**src/rtl/cp_symbol_reader.sv**
```systemverilog
// Streams one 64-sample symbol out of the symbol buffer with cyclic-prefix insertion
// (last CP_LEN samples first, then the whole symbol) on a valid/ready output port.
`timescale 1ns/1ps

module cp_symbol_reader #(
  parameter int CP_LEN = 16,
  parameter int DW     = 13,
  parameter int AW     = 6
) (
  input  logic          clk,
  input  logic          rst_n,
  input  logic          start,
  output logic          busy,
  output logic          done,
  output logic          mem_rd_en,
  output logic [AW-1:0] mem_rd_addr,
  input  logic [DW-1:0] mem_rd_data,
  output logic          out_valid,
  input  logic          out_ready,
  output logic [DW-1:0] out_data,
  output logic          out_first,
  output logic          out_last
);

  localparam logic [AW-1:0] CP_START  = AW'((2 ** AW) - CP_LEN);
  localparam logic [AW-1:0] LAST_ADDR = '1;
  localparam logic          HAS_CP    = (CP_LEN != 0);

  typedef enum logic [1:0] {S_IDLE, S_RUN, S_DRAIN} state_t;

  state_t        r_state, w_next_state;
  logic [AW-1:0] r_addr;
  logic          r_cp_phase, r_first_pend;
  logic          r_pend, r_pend_first, r_pend_last;
  logic          r_busy, r_done;
  logic          r_out_valid, r_out_first, r_out_last;
  logic [DW-1:0] r_out_data;
  logic          r_skid_valid, r_skid_first, r_skid_last;
  logic [DW-1:0] r_skid_data;

  logic          w_pop, w_issue, w_issue_last, w_room;
  logic [1:0]    w_occ;

  // Occupancy counts held words plus the read whose data is returning this cycle,
  // so every returning word is guaranteed a slot.
  assign w_pop        = r_out_valid & out_ready;
  assign w_occ        = 2'(r_out_valid) + 2'(r_skid_valid) + 2'(r_pend);
  assign w_room       = (w_occ - 2'(w_pop)) < 2'd2;
  assign w_issue      = (r_state == S_RUN) && w_room;
  assign w_issue_last = !r_cp_phase && (r_addr == LAST_ADDR);

  assign busy        = r_busy;
  assign done        = r_done;
  assign mem_rd_en   = w_issue;
  assign mem_rd_addr = r_addr;
  assign out_valid   = r_out_valid;
  assign out_data    = r_out_data;
  assign out_first   = r_out_first;
  assign out_last    = r_out_last;

  always_ff @(posedge clk or negedge rst_n) begin
    if (!rst_n) r_state <= S_IDLE;
    else        r_state <= w_next_state;
  end

  always_comb begin
    w_next_state = r_state;
    case (r_state)
      S_IDLE:  if (start) w_next_state = S_RUN;
      S_RUN:   if (w_issue && w_issue_last) w_next_state = S_DRAIN;
      S_DRAIN: if (w_pop && r_out_last) w_next_state = S_IDLE;
      default: w_next_state = S_IDLE;
    endcase
  end

  always_ff @(posedge clk or negedge rst_n) begin
    if (!rst_n) begin
      r_addr       <= '0;
      r_cp_phase   <= 1'b0;
      r_first_pend <= 1'b0;
      r_pend       <= 1'b0;
      r_pend_first <= 1'b0;
      r_pend_last  <= 1'b0;
      r_busy       <= 1'b0;
      r_done       <= 1'b0;
    end else begin
      if (r_state == S_IDLE && start) begin
        r_addr       <= CP_START;
        r_cp_phase   <= HAS_CP;
        r_first_pend <= 1'b1;
        r_busy       <= 1'b1;
      end else if (w_issue) begin
        r_addr       <= r_addr + 1'b1;
        r_first_pend <= 1'b0;
        if (r_addr == LAST_ADDR) r_cp_phase <= 1'b0;
      end
      r_pend       <= w_issue;
      r_pend_first <= w_issue & r_first_pend;
      r_pend_last  <= w_issue & w_issue_last;
      r_done       <= 1'b0;
      if (r_state == S_DRAIN && w_pop && r_out_last) begin
        r_done <= 1'b1;
        r_busy <= 1'b0;
      end
    end
  end

  // Output register plus skid slot; the skid only fills when a word returns
  // while the output register is stalled.
  always_ff @(posedge clk or negedge rst_n) begin
    if (!rst_n) begin
      r_out_valid  <= 1'b0;
      r_out_data   <= '0;
      r_out_first  <= 1'b0;
      r_out_last   <= 1'b0;
      r_skid_valid <= 1'b0;
      r_skid_data  <= '0;
      r_skid_first <= 1'b0;
      r_skid_last  <= 1'b0;
    end else if (w_pop && r_skid_valid) begin
      r_out_data   <= r_skid_data;
      r_out_first  <= r_skid_first;
      r_out_last   <= r_skid_last;
      r_skid_valid <= r_pend;
      if (r_pend) begin
        r_skid_data  <= mem_rd_data;
        r_skid_first <= r_pend_first;
        r_skid_last  <= r_pend_last;
      end
    end else if (w_pop || !r_out_valid) begin
      r_out_valid <= r_pend;
      if (r_pend) begin
        r_out_data  <= mem_rd_data;
        r_out_first <= r_pend_first;
        r_out_last  <= r_pend_last;
      end
    end else if (r_pend) begin
      r_skid_valid <= 1'b1;
      r_skid_data  <= mem_rd_data;
      r_skid_first <= r_pend_first;
      r_skid_last  <= r_pend_last;
    end
  end

endmodule

```
**config.mk**
```make
export PLATFORM = sky130hd
export DESIGN_NAME = cp_symbol_reader
export DESIGN_NICKNAME = d
export VERILOG_FILES = /design/src/rtl/cp_symbol_reader.sv
export SDC_FILE = /design/constraint.sdc
export NUM_CORES = 1
export LEC_CHECK = 0
export CORE_AREA = 2 2 77 116
export CTS_CLUSTER_DIAMETER = 150
export CTS_CLUSTER_SIZE = 24
export DETAILED_ROUTE_END_ITERATION = 7
export DIE_AREA = 0 0 79 118
export GPL_TIMING_DRIVEN = 0
export PLACE_DENSITY = 0.43
export SYNTH_ARGS = -nofsm -noshare
export SYNTH_HDL_FRONTEND = slang
export SYNTH_SLANG_ARGS = --single-unit
```
**constraint.sdc**
```tcl
create_clock -name clk -period 2.6 [get_ports clk]
set_clock_uncertainty 0.1 [all_clocks]
set_input_delay 0.26 -clock clk [delete_from_list [all_inputs] [get_ports clk]]
set_output_delay 0.26 -clock clk [all_outputs]
set_load 0.05 [all_outputs]
```
Word-level counts from Yosys, hierarchy flattened
Cells that the tools add are included.

storage, ports and cells
  output and inout bits = 25
  flip-flop bits (word level) = 47
  logic and storage cells = 90
  input bits = 17

cells by class
  $add $sub $neg = 4
  magnitude comparators = 1
  equal/unequal tests = 7
  reduce and logical (&&, ||, !) cells = 22
  bitwise logic cells = 4
  muxes and demuxes = 35

operator list
  operator               count
  $mux W13               6
  $mux W1                23
  $mux W6                2
  $reduce_bool A2 Y1     5
  $logic_and A1 B1 Y1    8
  $reduce_and A2 Y1      4
  $add A6 B1 Y6 const B  1
  $eq A6 B6 Y1 const B   1
  $mux W2                3
  $ne A2 B2 Y1 const B   3
  $pmux W2 S3            1
  $and A1 B1 Y1          3
  $reduce_and A3 Y1      1
  $add A1 B1 Y2          1
  $add A2 B1 Y2          1
  $eq A2 B1 Y1 const B   1
  $eq A2 B2 Y1 const B   1
  $logic_not A1 Y1       2
  $logic_not A2 Y1       1
  $lt A2 B2 Y1 const B   1
  $ne A2 B1 Y1 const B   1
  $sub A2 B1 Y2          1
  $logic_or A1 B1 Y1     1
  $not A1 Y1             1

Longest topological paths before layout
  depth after elaboration = 8
  depth in mapped cells = 9
  depth with buffers taken out = 8

Worst setup path after synthesis
No wires, ideal clock.

  path type = register -> register
  start = register r_out_valid (netlist: out_valid)
  end = register r_addr[4] (netlist: mem_rd_addr[4])
  path buffers = 1
  slack = -38 ps
  arrival time = 2389 ps
  data required time = 2350 ps
  stages on the path, launching flop included = 10
  setup time = 150 ps
  period minus slack after synthesis = 2638 ps
  cell sequence = dfrtp_1 > and2_1 > ha_1 > inv_1 > ha_1 > a21oi_1 > mux2i_2 > buf_6 > nand4_1 > mux2i_1

between the ends
  word-level cells in the longest chain between the ends = 6
  elaborated cells between the ends (all ways) = 7
  classes of those cells = add/sub: 3; order compare: 1; bitwise: 1; reduce/logical: 2

ends and longest elaborated chain
  element                           line  text
  start, declared                   36    logic r_out_valid, r_out_first, r_out_last;
  start signal, assigned            131   r_out_valid <= r_pend;
  $add A1 B1 Y2                     47    assign w_occ = 2'(r_out_valid) + 2'(r_skid_valid) + 2'(r_pend);
  $add A2 B1 Y2                     47
  $sub A2 B1 Y2 (*)                 48    assign w_room = (w_occ - 2'(w_pop)) < 2'd2;
  $lt A2 B2 Y1 (*)                  48
  $logic_and A1 B1 Y1 (*)           49    assign w_issue = (r_state == S_RUN) && w_room;
  via mem_rd_en                     15    output logic mem_rd_en,
  $reduce_bool A2 Y1 (no line) (*)  -
  end signal, assigned              93    r_addr <= r_addr + 1'b1;
  end, declared                     32    logic [AW-1:0] r_addr;

Mark *: on every way through the listed nets, which the timed path passes. The rest lies on a longest branch.
A chain may end at the register's enable or synchronous reset.

Worst setup path in the final report
  start = input out_ready
  end = output mem_rd_en

between the ends
  word-level cells in the longest chain between the ends = 4

ends and longest elaborated chain
  element              line  text
  start, declared      19    input logic out_ready,
  $and A1 B1 Y1        46    assign w_pop = r_out_valid & out_ready;
  $sub A2 B1 Y2        48
  $lt A2 B2 Y1         48
  $logic_and A1 B1 Y1  49
  end, declared        15

Every way passes these cells.

==> out/metrics.yaml <==
run_status: "completed"
finalPower_mw: 4.24
clockBufferDepth: 2
start_util_pct: 24.3
portBuffers: 41
cp.arrival_ns: 2.17
crit_required_ns: 2.24
ys_types: 28
p_leak_nw: 1.30
layout.cells.non_filler: 329
reg2reg_from: "out_valid"
syn_to_final_growth_pct: 38.4
drive_gt1_share_pct: 16.7
hp-class: "input pin to asynchronous set/reset pin"
totalWireLength_um: 4420
cts_made_buffers: 5
synth_top_area_share_pct: 58.3
power_density_nw_per_um2: 1520
grt_usage_pct: 10.1
grt_start_max_net_pins: 36
die_w_um: 79
rsz0062_at_grt: "false"
path_class: "input pin to output pin"
drtAntennaViolNets: 0
fin_nets: 241
core_area_um2: 8310
hold_ws_ns: 0.292
dieArea_um2: 9320
timing.fmax_ghz: 0.396
ys_top_cells_by_area: "dfrtp_1, mux2i_1, mux2_2, nand2_1, o21ai_0"
antenna_cells: 0
start_kind: "input pin"
grt-ovfl-total: 0
placed_area_um2: 2580
cts_tree: "yes"
maxCapViolCount: 0
tns_ns: 0
ys_warn_count: 0
tightest_slew_ns: 0.746
via_per_inst: 4.29
fin_ws_ns: 0.0719
gp_congestion: 0.673
drc: 0
post-place-ws_ns: -0.752
hpwl_um: 3090
num_vias: 1410
cts-htree-levels: 2
syn_inst: 168
wl_met2_um: 2200
top_layer_used: "met4"
worstReg2RegEnd: "mem_rd_addr[1]"
drtIter0Drc: 73
ys_ff_latch: 47
drv_slew: 0
antenna_found_initial: 0
maxSlewHeadroom_pct: 50.1
clock_latency_ns: 0.28
ys_seq_area_share_pct: 58.3
post-route-util_pct: 33.6
yosys.area.top_type: "dfrtp_1"
ios: 42
r2r_slack_ns: 0.22
path_max_fanout: 4
synth_fp_nets: 188
post-route-period-util_pct: 97.2
max_stage_delay_ns: 0.45
avgSynthCellArea_um2: 12.0
root_buffer: "clkbuf_16"
die-height_um: 118
max-vdd-ir-drop_uv: 774
wl_met1_um: 1930
end_kind: "output pin"
dp_cells: 317
rows: 41
cts.sinks: 47
clk_pin_slew_ns: 0.07
first_pass_iters: 4
setup_violations: 0
grt_pass1_wl_um: 7260
layout_min_cycle_time_ns: 2.53
finalHoldViolations: 0
grt_pass1_vias: 1467
fin_area_um2: 2790
post_drt_wl_per_cell_um: 13.4
cp_slowest_cell: "clkdlybuf4s50_1"
synth_area_um2: 2020
met3WireLength_um: 228
path_cells: "clkdlybuf4s50_1 -> and2_4 -> ha_1 -> inv_1 -> ha_1 -> a21oi_2 -> mux2i_2 -> buf_6 -> buf_6"
reg2reg_depth: 10
-- worst max-delay path: cells and delay by family --
family / cells / cell delay [ns]
buf+inv: 4 / 0.76
fa+ha+maj: 2 / 0.53
mux: 1 / 0.26
simple gates: 1 / 0.17
compound gates: 1 / 0.17
-- worst max path at each step --
stage | startpoint | to | slack [ns] | cells after the start
detailed placement | out_ready | mem_rd_en | -0.75 | 9
floorplan | out_valid | mem_rd_addr[4] | 0.08 | 9
global placement | out_ready | mem_rd_en | -0.76 | 9
finish | out_ready | mem_rd_en | 0.07 | 9
global route | out_ready | mem_rd_en | 0.005 | 9
CTS | out_ready | mem_rd_en | 0.03 | 9
-- power by group --
part,internal [mW],switching [mW],leakage [nW]
clock network,0.478,0.271,0.0868
logic,0.904,1.32,0.642
registers,1.06,0.203,0.570
total,2.45,1.80,1.30
-- repair_timing --
item	4_1_cts	5_1_grt
endpoints found under the setup margin	1	1
hold buffers	1	0
resized for setup	8	1
cloned	0	0
hold endpoints to repair	12	0
pin swaps	0	0
setup buffers	3	0
-- routing by layer --
layer	global-route usage, %	vias up
met4	3.23	0
met1	12.3	682
met5	0	-
met2	16.6	33
li1	-	690
met3	3.30	5
-- cell usage after synthesis --
cell type / n
dfrtp_1: 47
nand2_1: 22
mux2i_1: 19
mux2_2: 15
o21ai_0: 12
o21ai_1: 7
inv_1: 6
nor2_1: 5
a21oi_1: 4
a21o_1: 3
clkbuf_1: 3
ha_1: 3
nand4_1: 3
a31o_1: 2
and2_1: 2
and3_1: 2
nor3b_1: 2
and4bb_1: 1
buf_2: 1
buf_4: 1
buf_6: 1
mux2i_2: 1
nand3_1: 1
nand3b_1: 1
o31ai_1: 1
or3b_1: 1
or3b_2: 1
xnor2_1: 1
-- registers in the layout, summed over array words and instances, names as in the netlist, 2 cells and up --
| register | flops |
|---|---|
| r_skid_data | 13 |
| r_state | 2 |
| mem_rd_addr | 6 |
| out_data | 13 |
-- layout make-up --
cell class / instances / area (um2)
Timing Repair Buffer: 46 / 459
Fill cell: 903 / 5520
Clock inverter: 2 / 35.0
Buffer: 6 / 35.0
Tap cell: 107 / 134
Multi-Input combinational cell: 109 / 791
Clock buffer: 6 / 139
Inverter: 6 / 22.5
Sequential cell: 47 / 1180
-- cells by family (layout without fill, tap and decap cells) --
group	Yosys count	count (layout)	synth area share, %
multiplexers	35	35	18.5
buffers and inverters	12	66	2.85
AND/OR/NAND/NOR	41	41	10.0
XOR/XNOR	1	1	0.434
AO/OA/AOI/OAI	29	29	8.06
adder cells (fa/ha/maj)	3	3	1.86
flip-flops	47	47	58.3
-- placed cells by master (no fill, tap or decap), drive strengths merged, types with 2 or more instances in the layout --
master	n
a21o	3
or3b	2
mux2	15
dfrtp	47
nor3b	2
nand4	3
a21oi	4
inv	6
nor2	5
and2	2
o21ai	19
clkbuf	9
ha	3
buf	9
a31o	2
clkdlybuf4s50	39
mux2i	20
and3	2
nand2	22
(Power assumes the default switching activity.)
